`config.mk`:
```
export PLATFORM = sky130hd
export DESIGN_NAME = mem_stage
export DESIGN_NICKNAME = d
export VERILOG_FILES = /design/src/rtl/mem_pkg.sv /design/src/rtl/mem_byte_lane.sv /design/src/rtl/mem_stage.sv
export SDC_FILE = /design/constraint.sdc
export NUM_CORES = 1
export LEC_CHECK = 0
export ABC_AREA = 1
export CAP_MARGIN = 0
export CORE_MARGIN = 3
export CORE_UTILIZATION = 45
export DETAILED_ROUTE_END_ITERATION = 12
export GPL_ROUTABILITY_DRIVEN = 0
export PLACE_DENSITY_LB_ADDON = 0.2
export SYNTH_ARGS = -nofsm -noshare
export SYNTH_HDL_FRONTEND = slang
export SYNTH_SLANG_ARGS = --single-unit
```
`constraint.sdc`:
```
create_clock -name clk -period 5.2 [get_ports clk]
set_input_delay 1.04 -clock clk [delete_from_list [all_inputs] [get_ports clk]]
set_output_delay 1.04 -clock clk [all_outputs]
set_load 0.02 [all_outputs]
```
`src/rtl/mem_pkg.sv`:
```
// Shared types for the memory-access stage: op encoding, FSM states, offset width.
package mem_pkg;

  localparam int OFFSET_W = 16;

  typedef enum logic [2:0] {
    OP_LW  = 3'd0,
    OP_SW  = 3'd1,
    OP_LB  = 3'd2,
    OP_LBU = 3'd3,
    OP_SB  = 3'd4
  } mem_op_t;

  typedef enum logic [1:0] {
    ST_IDLE = 2'd0,
    ST_RD   = 2'd1,
    ST_WR   = 2'd2,
    ST_DONE = 2'd3
  } stage_state_t;

  // Ops that need the current memory word: loads, plus SB for its read-modify-write.
  function automatic logic op_reads(input logic [2:0] op);
    return (op == OP_LW) || (op == OP_LB) || (op == OP_LBU) || (op == OP_SB);
  endfunction

  function automatic logic op_word(input logic [2:0] op);
    return (op == OP_LW) || (op == OP_SW);
  endfunction

endpackage

```
`src/rtl/mem_byte_lane.sv`:
```
// Byte-lane helper: extracts/extends one byte of a word for loads and merges a byte
// into a word for sub-word stores. Purely combinational.
module mem_byte_lane #(
  parameter int WORD_W = 32
) (
  input  logic [WORD_W-1:0] word_i,
  input  logic [1:0]        byte_sel_i,
  input  logic [7:0]        byte_i,
  input  logic              sign_ext_i,
  output logic [WORD_W-1:0] load_o,
  output logic [WORD_W-1:0] merged_o
);

  logic [7:0] lane;

  always_comb begin
    lane     = word_i[7:0];
    merged_o = word_i;
    case (byte_sel_i)
      2'd0: begin
        lane           = word_i[7:0];
        merged_o[7:0]  = byte_i;
      end
      2'd1: begin
        lane           = word_i[15:8];
        merged_o[15:8] = byte_i;
      end
      2'd2: begin
        lane            = word_i[23:16];
        merged_o[23:16] = byte_i;
      end
      default: begin
        lane            = word_i[31:24];
        merged_o[31:24] = byte_i;
      end
    endcase
    load_o = {{(WORD_W-8){sign_ext_i & lane[7]}}, lane};
  end

endmodule

```
`src/rtl/mem_stage.sv`:
```
// Memory-access stage in front of the versioned data memory: EA compute, vmem strobes,
// sub-word RMW and Finish reporting. Byte ops are built only with MEM_STAGE_BYTE_OPS_EN.
//
//  state   | meaning
//  IDLE    | ready for a new op from the IQ
//  RD      | vm_read_en asserted, read word captured at the edge
//  WR      | vm_write_en asserted with store or merged word
//  DONE    | result/exception on the Finish bus until fin_ready
module mem_stage
  import mem_pkg::*;
#(
  parameter int WORD_W      = 32,
  parameter int DATA_ADDR_W = 16,
  parameter int IQ_ADDR_W   = 3
) (
  input  logic                      clk,
  input  logic                      rst,
  input  logic                      in_valid_i,
  output logic                      in_ready_o,
  input  logic [2:0]                in_op_i,
  input  logic [WORD_W-1:0]         in_base_i,
  input  logic [OFFSET_W-1:0]       in_offset_i,
  input  logic [WORD_W-1:0]         in_sdata_i,
  input  logic [IQ_ADDR_W-1:0]      in_iq_pos_i,
  input  logic [(1<<IQ_ADDR_W)-1:0] flush_mask_i,
  output logic [DATA_ADDR_W-1:0]    vm_addr_o,
  output logic [IQ_ADDR_W-1:0]      vm_iq_pos_o,
  output logic                      vm_read_en_o,
  input  logic [WORD_W-1:0]         vm_rdata_i,
  output logic                      vm_write_en_o,
  output logic [WORD_W-1:0]         vm_wdata_o,
  output logic                      fin_valid_o,
  input  logic                      fin_ready_i,
  output logic [IQ_ADDR_W-1:0]      fin_iq_pos_o,
  output logic [WORD_W-1:0]         fin_data_o,
  output logic                      fin_exc_o
);

  stage_state_t state_q, state_d;

  logic [2:0]             op_q, op_d;
  logic [DATA_ADDR_W+1:0] ea_q, ea_d;
  logic [WORD_W-1:0]      sdata_q, sdata_d;
  logic [IQ_ADDR_W-1:0]   pos_q, pos_d;
  logic                   exc_q, exc_d;
  logic [WORD_W-1:0]      rdata_q, rdata_d;

  logic [WORD_W-1:0] ea_full;
  logic              op_legal;
  logic              range_bad;
  logic              align_bad;
  logic              in_exc;
  logic              accept;
  logic              in_drop;
  logic              flush_now;

  logic [WORD_W-1:0] lane_load;
  logic [WORD_W-1:0] lane_merged;

  // ---------------------------------------------------------------- EA and checks
  always_comb begin
    ea_full   = in_base_i + {{(WORD_W-OFFSET_W){in_offset_i[OFFSET_W-1]}}, in_offset_i};
    range_bad = |ea_full[WORD_W-1:DATA_ADDR_W+2];
    align_bad = op_word(in_op_i) && (ea_full[1:0] != 2'b00);
`ifdef MEM_STAGE_BYTE_OPS_EN
    op_legal  = (in_op_i == OP_LW) || (in_op_i == OP_SW) || (in_op_i == OP_LB) ||
                (in_op_i == OP_LBU) || (in_op_i == OP_SB);
`else
    op_legal  = (in_op_i == OP_LW) || (in_op_i == OP_SW);
`endif
    in_exc    = range_bad || align_bad || !op_legal;
  end

  assign accept    = in_valid_i && in_ready_o;
  assign in_drop   = flush_mask_i[in_iq_pos_i];
  assign flush_now = (state_q != ST_IDLE) && flush_mask_i[pos_q];

  // ---------------------------------------------------------------- operand capture
  always_comb begin
    op_d    = op_q;
    ea_d    = ea_q;
    sdata_d = sdata_q;
    pos_d   = pos_q;
    exc_d   = exc_q;
    rdata_d = rdata_q;
    if (accept) begin
      op_d    = in_op_i;
      ea_d    = ea_full[DATA_ADDR_W+1:0];
      sdata_d = in_sdata_i;
      pos_d   = in_iq_pos_i;
      exc_d   = in_exc;
    end
    if (state_q == ST_RD) begin
      rdata_d = vm_rdata_i;
    end
  end

  mem_byte_lane #(
    .WORD_W (WORD_W)
  ) u_byte_lane (
    .word_i     (rdata_q),
    .byte_sel_i (ea_q[1:0]),
    .byte_i     (sdata_q[7:0]),
    .sign_ext_i (op_q == OP_LB),
    .load_o     (lane_load),
    .merged_o   (lane_merged)
  );

  // ---------------------------------------------------------------- FSM
  always_comb begin
    state_d       = state_q;
    in_ready_o    = 1'b0;
    vm_read_en_o  = 1'b0;
    vm_write_en_o = 1'b0;
    vm_wdata_o    = '0;
    vm_addr_o     = '0;
    vm_iq_pos_o   = '0;
    fin_valid_o   = 1'b0;
    fin_iq_pos_o  = '0;
    fin_data_o    = '0;
    fin_exc_o     = 1'b0;

    if (state_q != ST_IDLE) begin
      vm_addr_o   = ea_q[DATA_ADDR_W+1:2];
      vm_iq_pos_o = pos_q;
    end

    case (state_q)
      ST_IDLE: begin
        in_ready_o = 1'b1;
        if (accept && !in_drop) begin
          if (in_exc)                 state_d = ST_DONE;
          else if (op_reads(in_op_i)) state_d = ST_RD;
          else                        state_d = ST_WR;
        end
      end
      ST_RD: begin
        vm_read_en_o = 1'b1;
        if (flush_now)            state_d = ST_IDLE;
        else if (op_q == OP_SB)   state_d = ST_WR;
        else                      state_d = ST_DONE;
      end
      ST_WR: begin
        vm_write_en_o = !flush_now;
        vm_wdata_o    = (op_q == OP_SB) ? lane_merged : sdata_q;
        state_d       = flush_now ? ST_IDLE : ST_DONE;
      end
      ST_DONE: begin
        fin_valid_o  = !flush_now;
        fin_iq_pos_o = pos_q;
        fin_exc_o    = exc_q && !flush_now;
        if (!exc_q) begin
          if (op_q == OP_LW)                          fin_data_o = rdata_q;
          else if ((op_q == OP_LB) || (op_q == OP_LBU)) fin_data_o = lane_load;
        end
        // Flush wins over a simultaneous fin_ready; either way the slot is released.
        if (flush_now || fin_ready_i) state_d = ST_IDLE;
      end
      default: state_d = ST_IDLE;
    endcase
  end

  always_ff @(posedge clk or posedge rst) begin
    if (rst) begin
      state_q <= ST_IDLE;
      op_q    <= '0;
      ea_q    <= '0;
      sdata_q <= '0;
      pos_q   <= '0;
      exc_q   <= 1'b0;
      rdata_q <= '0;
    end else begin
      state_q <= state_d;
      op_q    <= op_d;
      ea_q    <= ea_d;
      sdata_q <= sdata_d;
      pos_q   <= pos_d;
      exc_q   <= exc_d;
      rdata_q <= rdata_d;
    end
  end

endmodule

```
# Word-level counts from Yosys, hierarchy flattened
# Index checks and enable logic that the tools add are counted.
# word_totals
reg_bits	91
inputBits	130
output_inout_bits	91
word_cells	81
# op_classes
addsub	1
order_cmp	2
n_eq_ne	14
n_mux	31
n_bitwise	1
reduce_logical	25
# ops
operator	count
$mux W32	6
$add A32 B32 Y32	1
$mux W8	4
$pmux W8 S3	1
$mux W16	1
$reduce_or A14 Y1	1
$eq A3 B2 Y1 const B	4
$mux W2	6
$logic_or A1 B1 Y1	8
$lt A3 B4 Y1 const B	2
$mux W1	8
$pmux W2 S4	1
$bmux W1 S3	2
$eq A2 B2 Y1 const B	3
$eq A3 B3 Y1 const B	2
$logic_not A3 Y1	2
$mux W3	2
$logic_and A1 B1 Y1	5
$eq A2 B1 Y1 const B	2
$logic_not A2 Y1	2
$ne A2 B2 Y1 const B	2
$reduce_bool A2 Y1	2
$eq A3 B1 Y1 const B	1
$logic_not A1 Y1	3
other kinds (3)	3

# Logic depth before layout (Yosys ltp)
# logic_depth
ltp_word	8
ltp_mapped	19
depth_no_buf	19

# Cells and area by module
# Synthesis repeated with hierarchy kept, for this count alone.
# hier_totals
hier_cells	1367
hier_area_um2	8201.6
# modules_own_cells
mod	n_inst	cells_each	area_per_inst_um2	seq_area_each_um2
mem_stage	1	1214	7379.6	2277.2
mem_byte_lane	1	153	822.0	0.0

# Worst setup path after synthesis
# OpenSTA, ideal clock, no wires.
# synth_path
kind	input to output
start	input port flush_mask_i[5]
end	output port fin_exc_o
arrival_ps	2131
required_ps	4160
setup_slack_ps	2029
cell_stages	9
n_path_buf	0
path_cell_list	inv_1 -> a21oi_1 -> o21ai_0 -> o21ai_0 -> nand2_1 -> nand2_1 -> nor2_1 -> inv_1 -> nor2_1
# synth_via
elab_chain_cells	6
# synth_rtl
item	line	rtl
from (decl)	mem_stage.sv:25	input logic [(1<<IQ_ADDR_W)-1:0] flush_mask_i,
$bmux W1 S3	mem_stage.sv:76	assign flush_now = (state_q != ST_IDLE) && flush_mask_i[pos_q];
$mux W1 (implied by the code)	mem_stage.sv:76	
$logic_and A1 B1 Y1	mem_stage.sv:76	
$logic_not A1 Y1	mem_stage.sv:151	fin_exc_o = exc_q && !flush_now;
$logic_and A1 B1 Y1	mem_stage.sv:151	
$mux W1	mem_stage.sv:128	case (state_q)
to (decl)	mem_stage.sv:36	output logic fin_exc_o
# Every way passes these cells. The select of a mux whose other input is x is not followed.

# Worst setup path after layout
# layout_path
start	register ea_q[0]
end	output port fin_data_o[10]
# layout_via
elab_chain_cells	7
word_cells_on_any_way	9
cone_classes	eq/ne: 2; mux: 5; bitwise: 1; reduce/logical: 1
# layout_rtl
item	line	rtl
from (decl)	mem_stage.sv:42	logic [DATA_ADDR_W+1:0] ea_q, ea_d;
from (signal assigned)	mem_stage.sv:167	ea_q <= '0;
from (signal assigned)	mem_stage.sv:175	ea_q <= ea_d;
$eq A2 B2 Y1 (tied with other cells)	mem_byte_lane.sv:19	case (byte_sel_i)
$pmux W8 S3 *	mem_byte_lane.sv:19	
$and A1 B1 Y1 *	mem_byte_lane.sv:37	load_o = {{(WORD_W-8){sign_ext_i & lane[7]}}, lane};
$mux W32 *	mem_stage.sv:154	else if ((op_q == OP_LB) || (op_q == OP_LBU)) fin_data_o = lane_load;
$mux W32 *	mem_stage.sv:153	if (op_q == OP_LW) fin_data_o = rdata_q;
$mux W32 *	mem_stage.sv:152	if (!exc_q) begin
$mux W32 *	mem_stage.sv:128	
to (decl)	mem_stage.sv:35	output logic [WORD_W-1:0] fin_data_o,
# Mark *: on every way between the ends. The rest lies on a longest branch, timed or not.

==> flow_metrics.env <==
export IMPL_status="finished, final reports clean"
export IMPL_final_util_pct=63.13
export IMPL_cp_data_required_time_ns=4.16
export IMPL_slew_headroom_pct=20.92
export IMPL_portBuffers=220
export IMPL_endpoint="fin_data_o[10]"
export IMPL_syn_inst=1216
export IMPL_core_area_mm2=0.01606
export IMPL_num_vias=8379
export IMPL_holdCritPathClass="flip-flop to flip-flop"
export IMPL_start_kind="flip-flop"
export IMPL_total_power_mw=4.586
export IMPL_cts_root_buf="clkbuf_16"
export IMPL_drv_slew=0
export IMPL_grt_usage_pct=26.76
export IMPL_yosysUniqueCellTypes=34
export IMPL_vias_per_cell=5.125
export IMPL_firstDrtPassIters=5
export IMPL_cts_buffers=9
export IMPL_final_antenna_net_count=0
export IMPL_synth_area_per_cell_um2=6.138
export IMPL_ys_ff_latch=91
export IMPL_final_hold_viol_count=0
export IMPL_critPathLaunch="ea_q[0]$_DFFE_PP0P_"
export IMPL_ys_seq_area_share_pct=30.51
export IMPL_wl_per_cell_um=15.01
export IMPL_drt_iter0_markers=851
export IMPL_async_reset_ff_share_pct=100.0
export IMPL_cts_sinks=91
export IMPL_drc=0
export IMPL_p_leak_nw=5.095
export IMPL_reg2reg_slack_ns=2.90
export IMPL_hp_start="sdata_q[31]$_DFFE_PP0P_"
export IMPL_ys_flop_type="dfrtp_1"
export IMPL_die_area_mm2=0.01817
export IMPL_synth_edf_count=0
export IMPL_design_area_mm2=0.01014
export IMPL_drive_gt1_share_pct=3.808
export IMPL_fin_cells=1635
export IMPL_ctsHoldBuffers=0
export IMPL_start_util_pct=46.48
export IMPL_synth_cell_area_mm2=0.007463
export IMPL_cts_tree="done"
export IMPL_end_kind="output port"
export IMPL_placed_area_mm2=0.009829
export IMPL_ios=221
export IMPL_rows=46
export IMPL_h_tree_depth=3
export IMPL_power_density_mw_per_mm2=452.4
export IMPL_worstMarginPinSlew_ns=1.186
export IMPL_period_share_pct=89.59
export IMPL_yosysWarnings=0
export IMPL_clk_latency_ns=0.35
export IMPL_grt_pass1_wl_um=38860
export IMPL_cts_path_max_buffers=2
export IMPL_period_needed_ns=4.659
export IMPL_critPathMaxFanout=24
export IMPL_synthesis_nets=1378
export IMPL_drv_cap=0
export IMPL_gr_total_overflow=0
export IMPL_fmax_ghz=0.2147
export IMPL_grt_max_degree=59
export IMPL_cts_setup_buffers=0
export IMPL_arrival_ns=3.62
export IMPL_ctsResizeCount=0
export IMPL_drt_wl_total_um=24540
export IMPL_rsz0062_at_grt="no"
export IMPL_grt_pass1_vias=7786
export IMPL_die_x_um=134.8
export IMPL_fin_nets=1575
export IMPL_dp_cells=1618
export IMPL_fin_setup_tns_ns=0
export IMPL_syn2layout_area_growth_pct=35.83
export IMPL_reg2reg_from="state_q[0]$_DFFE_PP0P_"
export IMPL_hpwl_um=19580
export IMPL_rr_endpoint="state_q[0]$_DFFE_PP0P_"
export IMPL_irDropWorstVdd_mv=0.2354
export IMPL_setup_viol=0
export IMPL_r2r_cells=10
export IMPL_holdPathStages=2
export IMPL_die_y_um=134.8
export IMPL_nFillCells=1529
export IMPL_skew_ns=0.01053
export IMPL_clkTransAtPathRegs_ns=0.07
export IMPL_antenna_found_initial=1
export IMPL_crit_type="flip-flop to output port"
==> cell usage in the layout (no fill, tap or decap), types with 3 or more instances in the layout <==
master             n
dfrtp_1           91
nand2_1          436
ha_1              31
o221ai_1          16
a22oi_1            7
nor2_1           107
nand3_1           27
clkinv_1           4
a21oi_1           42
inv_1            206
o21ai_1            6
a31oi_1           10
clkinv_2           3
clkdlybuf4s50_1  220
nor2_2             4
o21ai_0           99
a21oi_2           19
o2111ai_1          8
inv_2              5
xnor2_1           14
buf_4              7
nand3b_1           3
nor3_1            18
clkbuf_16          9
nand4_1            5
==> through the flow <==
| stage | hold WS [ns] | setup WS [ns] |
|---|---|---|
| after floorplan | 0.4367 | 1.796 |
| after global placement | 0.4480 | 1.090 |
| after detailed placement | 0.4570 | 0.9413 |
| after CTS | 0.4718 | 0.5779 |
| after global routing | 0.4865 | 0.3204 |
| final | 0.4676 | 0.5415 |
==> worst min path at each step <==
| stage | endpoint | slack [ns] |
|---|---|---|
| after floorplan | sdata_q[24]$_DFFE_PP0P_ | 0.44 |
| after global placement | sdata_q[26]$_DFFE_PP0P_ | 0.45 |
| after detailed placement | sdata_q[31]$_DFFE_PP0P_ | 0.46 |
| after CTS | sdata_q[31]$_DFFE_PP0P_ | 0.47 |
| after global routing | sdata_q[31]$_DFFE_PP0P_ | 0.49 |
| final | sdata_q[31]$_DFFE_PP0P_ | 0.47 |
==> synth_stat cells (all sizes together), types with 2 or more instances <==
master	n	area, um^2
o22ai	2	12.51
ha	31	387.9
nand4	5	31.28
and3	2	12.51
xnor2	14	122.6
or2	2	12.51
dfrtp	91	2277
buf	6	51.30
clkinv	4	15.01
a21oi	61	376.6
inv	212	795.8
nand3	27	135.1
o2111ai	8	70.07
xor2	2	17.52
nand3b	3	22.52
a22oi	7	52.55
clkbuf	35	131.4
o221ai	16	140.1
nor3	20	100.1
a31oi	10	62.56
nor2	112	425.4
o21ai	105	525.5
nand2	436	1637
==> state kept, by name, summed over array words and instances, names as in the netlist <==
signal and cells:
ea_q 18, state_q 2, sdata_q 32, op_q 3, rdata_q 32, exc_q 1, pos_q 3
==> cells by family after synthesis <==
group	share of synthesized area (%)
flops	30.51
simple gates	31.92
xor+xnor	1.878
fa+ha+maj	5.465
buf+inv	13.31
compound gates	16.92
==> power by group <==
group / internal (mW) / total (mW) / switching, mW
logic: 0.951 / 2.60 / 1.65
registers: 1.05 / 1.31 / 0.259
clock network: 0.398 / 0.680 / 0.281
==> final cells by class <==
type | instances | area [um^2] | area share (%)
Antenna cell | 1 | 2.502 | 0.02469
Clock buffer | 12 | 256.5 | 2.530
Clock inverter | 4 | 48.80 | 0.4814
Inverter | 216 | 812.0 | 8.010
Multi-Input combinational cell | 868 | 4215 | 41.58
Sequential cell | 91 | 2277 | 22.46
Tap cell | 216 | 270.3 | 2.666
Timing Repair Buffer | 227 | 2255 | 22.24
==> worst max-delay path, stage by stage (launching register included) <==
cell and delay (ns):
dfrtp_1 0.60, inv_2 0.18, nor2_2 0.45, nand2_1 0.10
o2111ai_1 0.09, o21ai_1 0.09, o21ai_1 0.14, nand2_1 0.07
or2_1 0.62, a21oi_1 0.28, clkdlybuf4s50_1 0.64
==> routing by layer <==
metal	vias to the layer above	wire [um]	part of all wire (%)	global-route usage [%]
met2	370	12110	49	47.80
li1	4191	-	-	-
met5	-	0	0	0
met1	3748	9668	39	31.93
met4	0	1040	4.2	12.27
met3	70	1718	7.0	3.539
Power figures use the tool's default switching activity.
